<file path="src/rtl/door_sequencer.sv">
// Up/down door motor supervisor: turns local/remote request pulses into timed
// motor runs with dead time, obstruction reversal, travel timeout and sensor-fault lockout.
//   state   | meaning
//   S_IDLE  | motors off, waiting for a request edge
//   S_DEAD  | motors off for DEAD_CYC cycles before energising r_target direction
//   S_UP    | raising door until up limit, timeout or stop request
//   S_DOWN  | lowering door until down limit, obstruction, timeout or stop request
//   S_FAULT | locked out until reset or local button edge
module door_sequencer #(
  parameter int DEAD_CYC    = 4,
  parameter int TIMEOUT_CYC = 1000,
  parameter int CW          = 16
) (
  input  logic i_clk,
  input  logic i_rst,
  input  logic i_req_local,
  input  logic i_req_remote,
  input  logic i_up_limit,
  input  logic i_dn_limit,
  input  logic i_obstruct,
  output logic o_motor_up,
  output logic o_motor_dn,
  output logic o_busy,
  output logic o_fault,
  output logic o_grant_src
);

  typedef enum logic [2:0] {
    S_IDLE  = 3'd0,
    S_DEAD  = 3'd1,
    S_UP    = 3'd2,
    S_DOWN  = 3'd3,
    S_FAULT = 3'd4
  } state_t;

  localparam logic [CW-1:0] DEAD_LAST = CW'(DEAD_CYC - 1);
  localparam logic [CW-1:0] TMO_LAST  = CW'(TIMEOUT_CYC - 1);
  localparam logic          TGT_UP    = 1'b0;
  localparam logic          TGT_DN    = 1'b1;

  state_t        r_state;
  logic [CW-1:0] r_cnt;
  logic          r_target;
  logic          r_motor_up;
  logic          r_motor_dn;
  logic          r_grant_src;
  logic          r_req_local_q;
  logic          r_req_remote_q;

  state_t        w_state_nxt;
  logic [CW-1:0] w_cnt_nxt;
  logic [CW-1:0] w_cnt_inc;
  logic          w_target_nxt;
  logic          w_grant_nxt;
  logic          w_edge_local;
  logic          w_edge_remote;
  logic          w_edge_any;
  logic          w_edge_src;
  logic          w_timeout;

  assign w_edge_local  = i_req_local & ~r_req_local_q;
  assign w_edge_remote = i_req_remote & ~r_req_remote_q;
  assign w_edge_any    = w_edge_local | w_edge_remote;
  // Local wins a tie, so the source is remote only when local did not fire.
  assign w_edge_src    = ~w_edge_local;
  assign w_cnt_inc     = r_cnt + CW'(1);
  assign w_timeout     = (r_cnt == TMO_LAST);

  always_comb begin
    w_state_nxt  = r_state;
    w_cnt_nxt    = r_cnt;
    w_target_nxt = r_target;
    w_grant_nxt  = r_grant_src;
    case (r_state)
      S_IDLE: begin
        w_cnt_nxt = '0;
        if (i_up_limit && i_dn_limit) begin
          w_state_nxt = S_FAULT;
        end else if (w_edge_any && !(i_up_limit && i_obstruct)) begin
          w_state_nxt  = S_DEAD;
          w_target_nxt = i_up_limit ? TGT_DN : TGT_UP;
          w_grant_nxt  = w_edge_src;
        end
      end
      S_DEAD: begin
        if (r_cnt == DEAD_LAST) begin
          w_state_nxt = (r_target == TGT_DN) ? S_DOWN : S_UP;
          w_cnt_nxt   = '0;
        end else begin
          w_cnt_nxt = w_cnt_inc;
        end
      end
      S_UP: begin
        w_cnt_nxt = w_cnt_inc;
        if (i_up_limit) begin
          w_state_nxt = S_IDLE;
          w_cnt_nxt   = '0;
        end else if (w_timeout) begin
          w_state_nxt = S_FAULT;
          w_cnt_nxt   = '0;
        end else if (w_edge_any) begin
          w_state_nxt = S_IDLE;
          w_cnt_nxt   = '0;
          w_grant_nxt = w_edge_src;
        end
      end
      S_DOWN: begin
        w_cnt_nxt = w_cnt_inc;
        if (i_dn_limit) begin
          w_state_nxt = S_IDLE;
          w_cnt_nxt   = '0;
        end else if (i_obstruct) begin
          w_state_nxt  = S_DEAD;
          w_target_nxt = TGT_UP;
          w_cnt_nxt    = '0;
        end else if (w_timeout) begin
          w_state_nxt = S_FAULT;
          w_cnt_nxt   = '0;
        end else if (w_edge_any) begin
          w_state_nxt = S_IDLE;
          w_cnt_nxt   = '0;
          w_grant_nxt = w_edge_src;
        end
      end
      S_FAULT: begin
        w_cnt_nxt = '0;
        if (w_edge_local) begin
          w_state_nxt = S_IDLE;
        end
      end
      default: begin
        w_state_nxt = S_IDLE;
        w_cnt_nxt   = '0;
      end
    endcase
  end

  // Motor drives follow the next state so they switch on the same edge as the state.
  always_ff @(posedge i_clk) begin
    if (i_rst) begin
      r_state        <= S_IDLE;
      r_cnt          <= '0;
      r_target       <= TGT_UP;
      r_motor_up     <= 1'b0;
      r_motor_dn     <= 1'b0;
      r_grant_src    <= 1'b0;
      r_req_local_q  <= 1'b1;
      r_req_remote_q <= 1'b1;
    end else begin
      r_state        <= w_state_nxt;
      r_cnt          <= w_cnt_nxt;
      r_target       <= w_target_nxt;
      r_motor_up     <= (w_state_nxt == S_UP);
      r_motor_dn     <= (w_state_nxt == S_DOWN);
      r_grant_src    <= w_grant_nxt;
      r_req_local_q  <= i_req_local;
      r_req_remote_q <= i_req_remote;
    end
  end

  assign o_motor_up  = r_motor_up;
  assign o_motor_dn  = r_motor_dn;
  assign o_busy      = (r_state == S_DEAD) || (r_state == S_UP) || (r_state == S_DOWN);
  assign o_fault     = (r_state == S_FAULT);
  assign o_grant_src = r_grant_src;

endmodule

</file>
<file path="config.mk">
export PLATFORM = sky130hd
export DESIGN_NAME = door_sequencer
export DESIGN_NICKNAME = d
export VERILOG_FILES = /design/src/rtl/door_sequencer.sv
export SDC_FILE = /design/constraint.sdc
export NUM_CORES = 1
export LEC_CHECK = 0
export CORE_MARGIN = 1.5
export CORE_UTILIZATION = 30
export CTS_BUF_LIST = sky130_fd_sc_hd__clkbuf_16
export CTS_CLUSTER_DIAMETER = 80
export CTS_CLUSTER_SIZE = 14
export DETAILED_ROUTE_END_ITERATION = 10
export PLACE_DENSITY = 0.47
export SYNTH_ARGS = -nofsm -noshare
export SYNTH_HDL_FRONTEND = slang
export SYNTH_SLANG_ARGS = --single-unit
</file>
<file path="constraint.sdc">
create_clock -name i_clk -period 2.28 [get_ports i_clk]
set_input_delay 0.456 -clock i_clk [delete_from_list [all_inputs] [get_ports i_clk]]
set_output_delay 0.456 -clock i_clk [all_outputs]
set_load 0.01 [all_outputs]
</file>
==> results.toml, run 1 <==
[status]
status = "complete, no violations"

[setup_path]
crit_fanout = 8
r2r_slack_ns = 0.39
critical_path_class = "flip-flop to output pin"
path_buf_inv = 1
crit_path_end_kind = "output pin"
start_kind = "flip-flop"
r2r_cells = 6
slowest_stage = "clkdlybuf4s50_1"
critPathMaxStageDelay_ns = 0.53
worstPathCellList = "nor2_1 -> and2_1 -> clkdlybuf4s50_1"
cpLargestDelayFamily = "buffers and inverters"
cp_data_arrival_time_ns = 1.64
r2r_end = "o_motor_dn"
worstReg2RegStart = "r_cnt[0]"
critPathRequiredTime_ns = 1.82

[synthesis]
synth_nets = 164
ys.flop_type = "dfxtp_1"
syn_area_um2 = 1360
synth_cell_types = 48
synth_seq_area_share = 0.367
synth_area_per_cell_um2 = 8.73
ys_ff_latch = 25
syn_inst = 156
ys_warn_count = 0
synth-edff-count = 0
async_reset_ff_frac = 0

[grt]
antenna_found_initial = 0
overflow = 0
grt_max_degree = 17
track_usage = 0.122
grt_first_pass_wirelength_um = 4930
grt_pass1_vias = 1062

[worst_hold_path]
hold_class = "flip-flop to flip-flop"
hp-start = "r_cnt[0]"
whs_path_depth = 1
holdPathEnd = "r_cnt[0]"

[route]
drt-initial-drc-count = 117
wl_um = 2720
drtAntennaViolNets = 0
vias_per_cell = 5.03
first_pass_iters = 4
wl_per_cell_um = 12.4
drc = 0
via_count = 1106

[layout]
antenna_cells = 0
nets = 177
area.sequential_um2 = 500
areaGrowthSynthToFinish_pct = 17.4
layout_common_cells = "dfxtp_1, nor2_1, clkdlybuf4s50_1"
fillers = 452
final_common_cell = "dfxtp_1"
drive_gt1_frac = 0.173
multi_input_area_um2 = 808

[cts]
clkTransAtPathRegs_ns = 0.06
cts_tree = "yes"
htreeDepth = 1
root_buffer = "clkbuf_16"
hold_buffers = 0
clock_path_buffers = 2
cts_buffers = 3
cts_sinks = 25
cts_resized = 0
cts_setup_buffers = 0
clk_latency_ns = 0.26

[sta]
setup-tns-final_ns = 0
relSlewSlack = 0.769
report.final.hold_viol_count = 0
fin_worst_skew_ns = 0.00325
whs_ns = 0.498
fmax_mhz = 477
period_share = 0.919
finalSetupViolCount = 0
maxSlewViolCount = 0
rsz0062_at_grt = "no"
min_period_ns = 2.09
tightest_slew_ns = 0.343

[pwr]
ir_drop_v = 0.000487
clkPwrFrac = 0.425
power_leakage_uw = 0.000516
cellPowerDensity_nw_per_um2 = 575
p_switching_uw = 198
p_seq_frac = 0.488
internal_power_uw = 723
p_sw_frac = 0.215
combPwrFrac = 0.087

[placed_design]
hpwl_um = 2060
gp_congestion = 0.879
portBuffers = 11

[die]
die_area_um2 = 4960
die_x_um = 70.4
rows = 24
ios = 12
start_util = 0.313
fp.coreArea_um2 = 4350
die_height_um = 70.4

[run]
maxCapViolCount = 0
## metal layers
metal / track usage / part of all wire / vias up
met2: 0.194 / 0.48 / 7
met3: 0.0346 / 0.018 / 2
met5: 0 / 0 / -
li1: - / - / 573
met1: 0.159 / 0.49 / 524
met4: 0.0385 / 0.0099 / 0
## Yosys cell counts (2+ instances only)
library cell | count | area, um^2
nor4_2 | 3 | 37.5
xor2_1 | 5 | 43.8
o21a_1 | 2 | 15.0
o21ai_0 | 3 | 15.0
o22ai_1 | 3 | 18.8
or2_2 | 3 | 18.8
nor4_1 | 2 | 12.5
nor2_1 | 18 | 67.6
inv_1 | 5 | 18.8
and4_1 | 2 | 17.5
nand4_1 | 5 | 31.3
nand2_1 | 9 | 33.8
nand3_2 | 2 | 20.0
and2_1 | 2 | 12.5
buf_6 | 2 | 22.5
nand2b_1 | 4 | 25.0
dfxtp_1 | 25 | 500
nand3_1 | 7 | 35.0
a21oi_1 | 7 | 35.0
clkbuf_1 | 2 | 7.51
nor2_2 | 9 | 56.3
xnor2_1 | 9 | 78.8
nor3_1 | 2 | 10.0
## worst reg2reg max path, cell delays in order, from the launching register on
cell     delay, ns
dfxtp_1       0.42
ha_1          0.28
nor3b_2       0.28
nand3_1       0.18
nor4_1        0.35
o22a_1        0.21
nor2_1        0.05
## kinds of logic (layout without fill, tap and decap cells)
family / after synthesis / in the layout / share of synthesized area
simple gates: 81 / 81 / 0.367
fa+ha+maj: 1 / 1 / 0.00918
compound gates: 25 / 25 / 0.127
flops: 25 / 25 / 0.367
buf+inv: 10 / 22 / 0.0395
xor+xnor: 14 / 14 / 0.0900
## how the worst max path moves through the flow
stage               startpoint          to  slack [ns]  cells past startpoint
floorplan             r_cnt[0]    r_cnt[3]        0.66                      7
global placement    i_dn_limit  o_motor_up        0.32                      6
detailed placement  i_obstruct  o_motor_up        0.26                      6
CTS                 r_state[1]     o_fault        0.19                      3
global route        r_state[1]     o_fault        0.09                      3
finish              r_state[1]     o_fault        0.19                      3
## flip-flops by register name, summed over array words and instances (netlist names)
register	flops
r_target	1
r_req_remote_q	1
r_req_local_q	1
r_cnt	16
o_motor_up	1
o_motor_dn	1
r_state	3
o_grant_src	1
## per-stage QoR
step / utilization / area, um^2 / instances / total power, uW / setup WS (ns)
2_1_floorplan: - / 1360 / 156 / 506 / 0.661
3_3_place_gp: 0.349 / 1520 / 216 / 539 / 0.322
3_5_place_dp: 0.349 / 1520 / 216 / 539 / 0.265
4_1_cts: 0.368 / 1600 / 220 / 937 / 0.188
5_1_grt: 0.368 / 1600 / 220 / 972 / 0.0930
6_report: 0.368 / 1600 / 220 / 921 / 0.185
## power groups by stage
stage	sequential, uW	clock (uW)	combinational, uW
2_1_floorplan	456	0	49.8
3_3_place_gp	459	0	80.6
3_5_place_dp	459	0	79.8
4_1_cts	449	408	80.2
5_1_grt	450	435	88.2
6_report	449	392	80.1
## area by class of cell
class / count / area share
inverter: 5 / 0.0117
sequential: 25 / 0.313
tap: 52 / 0.0407
clock buffer: 3 / 0.0469
clock inverter: 1 / 0.00469
timing repair buffer: 13 / 0.0782
multi-input combinational: 121 / 0.505
(Power assumes the default switching activity.)
==> run 2, diff against run 1 <==
Settings changed: CORE_UTILIZATION 30 to 55, PLACE_DENSITY 0.47 to 0.77.
==> results.toml, run 2 (synthesis results as in run 1) <==
[status]
status = "complete, no violations"

[grt]
grt_pass1_vias = 941
grt_first_pass_wirelength_um = 4200
overflow = 0
track_usage = 0.208
grt_max_degree = 17
antenna_found_initial = 0

[sta]
tightest_slew_ns = 0.425
maxSlewViolCount = 0
fin_ws_ns = 0.183
relSlewSlack = 0.714
period_share = 0.920
finalSetupViolCount = 0
min_period_ns = 2.10
fin_worst_skew_ns = 0.00205
fmax_mhz = 477
rsz0062_at_grt = "no"
report.final.hold_viol_count = 0
setup-tns-final_ns = 0

[layout]
largest_register_ffs = 16
layout_common_cells = "dfxtp_1, nor2_1, clkdlybuf4s50_1"
antenna_cells = 0
nets = 175
final_common_cell = "dfxtp_1"
top_regs = "r_cnt x16, r_state x3"
area.sequential_um2 = 500
multi_input_area_um2 = 808
largest-register = "r_cnt"
fillers = 186
fin_cells = 194
areaGrowthSynthToFinish_pct = 13.9
drive_gt1_frac = 0.157

[die]
die_area_um2 = 2790
die_height_um = 52.8
fp.coreArea_um2 = 2280
rows = 17
die_x_um = 52.8
start_util = 0.599
ios = 12

[worst_hold_path]
hold_class = "flip-flop to flip-flop"

[cts]
clk_latency_ns = 0.26
cts_buffers = 3
htreeDepth = 1
clock_path_buffers = 2
root_buffer = "clkbuf_16"
cts_tree = "yes"
clkTransAtPathRegs_ns = 0.06
hold_buffers = 0
cts_sinks = 25
cts_setup_buffers = 0
cts_resized = 0

[route]
via_count = 1084
wl_um = 2450
drtAntennaViolNets = 0
vias_per_cell = 5.59
drc = 0
drt-initial-drc-count = 14
wl_per_cell_um = 12.6
first_pass_iters = 4

[setup_path]
path_buf_inv = 1
crit_path_end_kind = "output pin"
crit_fanout = 11
critical_path_class = "flip-flop to output pin"
cp_data_arrival_time_ns = 1.64
critPathMaxStageDelay_ns = 0.53
start_kind = "flip-flop"
cpLargestDelayFamily = "buffers and inverters"
worstPathCellList = "nor2_1 -> and2_1 -> clkdlybuf4s50_1"
critPathRequiredTime_ns = 1.82
slowest_stage = "clkdlybuf4s50_1"

[pwr]
power_leakage_uw = 0.000511
ir_drop_v = 0.000556
cellPowerDensity_nw_per_um2 = 586

[placed_design]
gp_congestion = 0.824
portBuffers = 11
dp_cells = 190
hpwl_um = 1800
dp_slack_ns = 0.289

[run]
maxCapViolCount = 0
run 2: cell count changes in the layout (fill, tap and decap cells not counted):
cell and change:
buf_4 -2, clkinvlp_4 -1, inv_1 +1
run 2: layer usage:
layer  share of wire  vias to the layer above  GRT usage
li1                -                      566          -
met5               0                        -          0
met1            0.50                      496      0.286
met3           0.036                        4     0.0429
met2            0.46                       18      0.331
met4          0.0086                        0     0.0513
run 2: worst reg2reg max path, stage by stage, from the launching register on:
cell and delay (ns):
dfxtp_1 0.41, ha_1 0.28, nor3b_2 0.26, nand3_1 0.16, nor4_1 0.42, o22a_1 0.21
nor2_1 0.05
run 2: area by class of cell:
type	count	area share
clock buffer	3	0.0484
clock inverter	1	0.00242
inverter	5	0.0121
multi-input combinational	121	0.521
sequential	25	0.323
tap	28	0.0226
timing repair buffer	11	0.0710
run 2: per-stage QoR:
| step | instance area (um^2) | hold WS [ns] | total power (uW) | util |
|---|---|---|---|---|
| floorplan | 1360 | 0.457 | 506 | - |
| global placement | 1470 | 0.481 | 533 | 0.647 |
| detailed placement | 1470 | 0.486 | 534 | 0.647 |
| CTS | 1550 | 0.502 | 913 | 0.682 |
| global route | 1550 | 0.517 | 940 | 0.682 |
| finish | 1550 | 0.497 | 910 | 0.682 |
run 2: where the power goes:
part	total [uW]	internal [uW]	leakage, uW	switching (uW)
Sequential	451	443	0.000202	8.30
Clock	384	234	0.0000423	150
Combinational	74.1	38.9	0.000266	35.2
Total	910	716	0.000511	193
run 2: path summary, 6_finish.rpt:
check,startpoint,endpoint,slack [ns],cells past startpoint
hold / removal,r_cnt[0],r_cnt[0],0.50,1
setup reg to reg,r_cnt[0],o_motor_dn,0.37,6
setup / recovery,r_state[0],o_fault,0.18,3
hold reg to reg,r_cnt[0],r_cnt[0],0.50,1
==> run 3, diff against run 2 <==
Settings changed: RECOVER_POWER from default to 100, REMOVE_ABC_BUFFERS from default to 1.
==> results.toml, run 3 (synthesis results as in run 1) <==
[cts]
clk_latency_ns = 0.26
root_buffer = "clkbuf_16"
cts_buffers = 3
cts_sinks = 25
cts_tree = "yes"
hold_buffers = 0
clock_path_buffers = 2
htreeDepth = 1
cts_resized = 0
cts_setup_buffers = 0
clkTransAtPathRegs_ns = 0.06

[grt]
overflow = 0
track_usage = 0.223
antenna_found_initial = 0
grt_pass1_vias = 1062
grt_first_pass_wirelength_um = 4540
grt_max_degree = 17

[setup_path]
r2r_cells = 6
r2r_end = "o_motor_dn"
start_kind = "flip-flop"
slowest_stage = "dlygate4sd3_1"
cp_num_cells = 3
endpoint = "o_busy"
crit_top_cell = "nor2_1"
cp_data_arrival_time_ns = 1.64
critPathLaunch = "r_state[0]"
critPathRequiredTime_ns = 1.82
critPathMaxStageDelay_ns = 0.60
crit_path_end_kind = "output pin"
worstPathCellList = "nor2_1 -> nor2_1 -> dlygate4sd3_1"
path_buf_inv = 1
critical_path_class = "flip-flop to output pin"
r2r_slack_ns = 0.32
cpLargestDelayFamily = "buffers and inverters"
worstReg2RegStart = "r_cnt[0]"
crit_fanout = 11

[placed_design]
hpwl_um = 1970
gp_congestion = 0.839
placed_area_um2 = 1470
portBuffers = 11
dp_slack_ns = 0.282

[worst_hold_path]
hold_class = "flip-flop to flip-flop"
whs_path_depth = 1

[die]
start_util = 0.599
die_height_um = 52.8
die_x_um = 52.8
ios = 12
rows = 17
fp.coreArea_um2 = 2280
die_area_um2 = 2790

[pwr]
cellPowerDensity_nw_per_um2 = 590
ir_drop_v = 0.000376
internal_power_uw = 715
combPwrFrac = 0.080
clkPwrFrac = 0.420
p_total_uw = 904
power_leakage_uw = 0.000520
p_switching_uw = 190
p_sw_frac = 0.210
p_seq_frac = 0.499

[layout]
antenna_cells = 0
final_common_cell = "dfxtp_1"
top_regs = "r_cnt x16, r_state x3"
final_area_um2 = 1530
largest-register = "r_cnt"
post-route-util = 0.674
layout_common_cells = "dfxtp_1, nor2_1, nand2_1, xnor2_1"
drive_gt1_frac = 0.120
nets = 175
largest_register_ffs = 16
areaGrowthSynthToFinish_pct = 12.6

[sta]
rsz0062_at_grt = "no"
period_share = 0.920
fmax_mhz = 477
setup-tns-final_ns = 0
fin_ws_ns = 0.182
maxSlewViolCount = 0
min_period_ns = 2.10
report.final.hold_viol_count = 0
fin_worst_skew_ns = 0.00462
tightest_slew_ns = 0.401
relSlewSlack = 0.730
finalSetupViolCount = 0

[route]
vias_per_cell = 5.84
first_pass_iters = 5
wl_um = 2690
wl_per_cell_um = 13.9
drt-initial-drc-count = 42
via_count = 1133
drc = 0
drtAntennaViolNets = 0

[status]
status = "complete, no violations"

[run]
maxCapViolCount = 0
## run 3: changes by cell type in the layout (fill, tap and decap cells not counted)
| cell | before | now |
|---|---|---|
| dlygate4sd3_1 | 0 | 6 |
| nor2_2 | 9 | 4 |
| nor2_1 | 18 | 23 |
| clkdlybuf4s50_1 | 11 | 5 |
| nor3b_2 | 1 | 0 |
| nor3b_1 | 0 | 1 |
## run 3: worst min-delay path by stage
stage,start,end,slack [ns]
after detailed placement,r_cnt[0],r_cnt[0],0.48
after global routing,r_target,r_target,0.52
after CTS,r_cnt[0],r_cnt[0],0.50
after floorplan,r_cnt[0],r_cnt[0],0.46
after global placement,r_cnt[0],r_cnt[0],0.48
final,r_cnt[0],r_cnt[0],0.49
## run 3: layer usage
layer  global-route usage  part of all wire  wire length (um)
met5                    0                 0                 0
met1                0.268              0.44              1190
met3               0.0486             0.046               124
met4                0.124             0.022                59
met2                0.365              0.49              1320
## run 3: layout make-up
| cell class | instances | area [um^2] |
|---|---|---|
| Sequential cell | 25 | 500 |
| Clock inverter | 1 | 3.75 |
| Multi-Input combinational cell | 121 | 791 |
| Inverter | 5 | 18.8 |
| Clock buffer | 3 | 75.1 |
| Timing Repair Buffer | 11 | 110 |
| Fill cell | 188 | 742 |
| Tap cell | 28 | 35.0 |
## run 3: metrics by stage
| step | hold slack (ns) | cells |
|---|---|---|
| after floorplan | 0.458 | 151 |
| after global placement | 0.478 | 190 |
| after detailed placement | 0.480 | 190 |
| after CTS | 0.495 | 194 |
| after global routing | 0.523 | 194 |
| final | 0.493 | 194 |
## run 3: worst register-to-register path, cell delays in order (launching register included)
cell	delay [ns]
dfxtp_1	0.40
ha_1	0.28
nor3b_1	0.33
nand3_1	0.18
nor4_1	0.39
o22a_1	0.22
nor2_1	0.05
## run 3: power by group through the flow
| stage | logic, uW | clock network [uW] | registers [uW] |
|---|---|---|---|
| floorplan | 42.0 | 0 | 459 |
| global placement | 72.4 | 0 | 461 |
| detailed placement | 73.5 | 0 | 461 |
| CTS | 74.1 | 387 | 451 |
| global route | 79.7 | 408 | 452 |
| finish | 72.7 | 380 | 451 |
==> variant, RTL diff (config.mk and constraints of run 2) <==
The parameter `CW` goes from 16 to 18.
--- a/src/rtl/door_sequencer.sv
+++ b/src/rtl/door_sequencer.sv
@@ -9,7 +9,7 @@
 module door_sequencer #(
   parameter int DEAD_CYC    = 4,
   parameter int TIMEOUT_CYC = 1000,
-  parameter int CW          = 16
+  parameter int CW          = 18
 ) (
   input  logic i_clk,
   input  logic i_rst,
Behaviour: same outputs for any inputs over 10 cycles, from zero or initial values and one cycle with i_rst high; that may be too few to reach the edited logic, so the function may still have changed.
==> variant against run 2 <==
Highest routed layer unchanged; sequential cell count grew 2; critical endpoint is now o_busy; total power grew 4.7%; routed wire length grew 11%; clock power grew 3%; area after synthesis shrank 1.5%; sequential share of layout area grew 1.9 points; worst setup slack lost 31 ps; combinational power shrank 5.1%; design area grew 1.9%.
==> variant: results (changes against run 2) <==
- Synth area leaders: dfxtp_1 40%, nor2_1 8.4%, xnor2_1 5.2%
- Post-Syn Nets: 162 (-1.2%)
- Synth top area share: 40.3% (+3.5 points)
- Setup WS pre-CTS: 64.6 ps (-225 ps)
- Cells after DPL: 193 (+1.6%)
- Initial DRC count: 11 (-3)
- Total power: 0.952 mW (+4.7%)
- P_leak: 0.550 nW (+7.7%)
- Sequential-to-total area share from yosys stat: 40.3% (+3.5 points)
- Min-Delay Startpoint: o_grant_src
- GRT Overall Usage: 22.6% (+1.8 points)
- Worst EP arrival: 1670 ps (+30 ps)
- Switching portion of total power: 21.1% (-0.18 points)
- Cell family with most CP delay: flip-flops
- Worst relative slew slack: 73.7% (+2.3 points)
- Vias: 1,120 (+3.3%)
- Netlist cell types: 43 (-10%)
- Share of layout cells above drive strength 1: 10.1% (-5.6 points)
- Outcome: completed
- Synthesized area per cell: 8.72 um^2 (-0.19%)
- Crit path capture: o_busy
- Routed WL: 2720 um (+11%)
- GPL Wtd Cong: 0.900 (+9.2%)
- First-pass GRT wire length: 4540 um (+8.2%)
- Reg2reg setup slack: 210 ps (-160 ps)
- DP HPWL: 2020 um (+12%)
==> variant: changes by cell type in the layout (fill, tap and decap cells not counted), sizes merged, moves of 4 or more <==
cell	run 2	this run
nor2b	1	5
nor3	2	6
buf	0	5
nand4	5	1
a21oi	7	2
==> variant: layout make-up <==
type                       count  area, um^2  share of cell area [%]
clock inverter                 1        5.00                   0.316
timing repair buffer          16         148                    9.34
tap                           28        35.0                    2.22
sequential                    27         541                    34.2
inverter                       4        15.0                   0.949
multi-input combinational    118         763                    48.3
clock buffer                   3        75.1                    4.75
==> variant: logic make-up (layout without fill, tap and decap cells) <==
kind of cell,Yosys count,after routing,share of synthesized area [%]
compound gates,20,20,11.0
xor+xnor,16,16,10.4
simple gates,81,81,34.5
fa+ha+maj,1,1,0.932
buf+inv,9,24,2.89
flops,27,27,40.3
==> variant: per-layer routing <==
layer	global-route usage [%]	vias to the layer above	part of all wire [%]
met5	0	-	0
met4	11.5	0	1.9
met3	4.86	6	3.3
met2	37.9	25	49
met1	26.9	517	46
li1	-	572	-
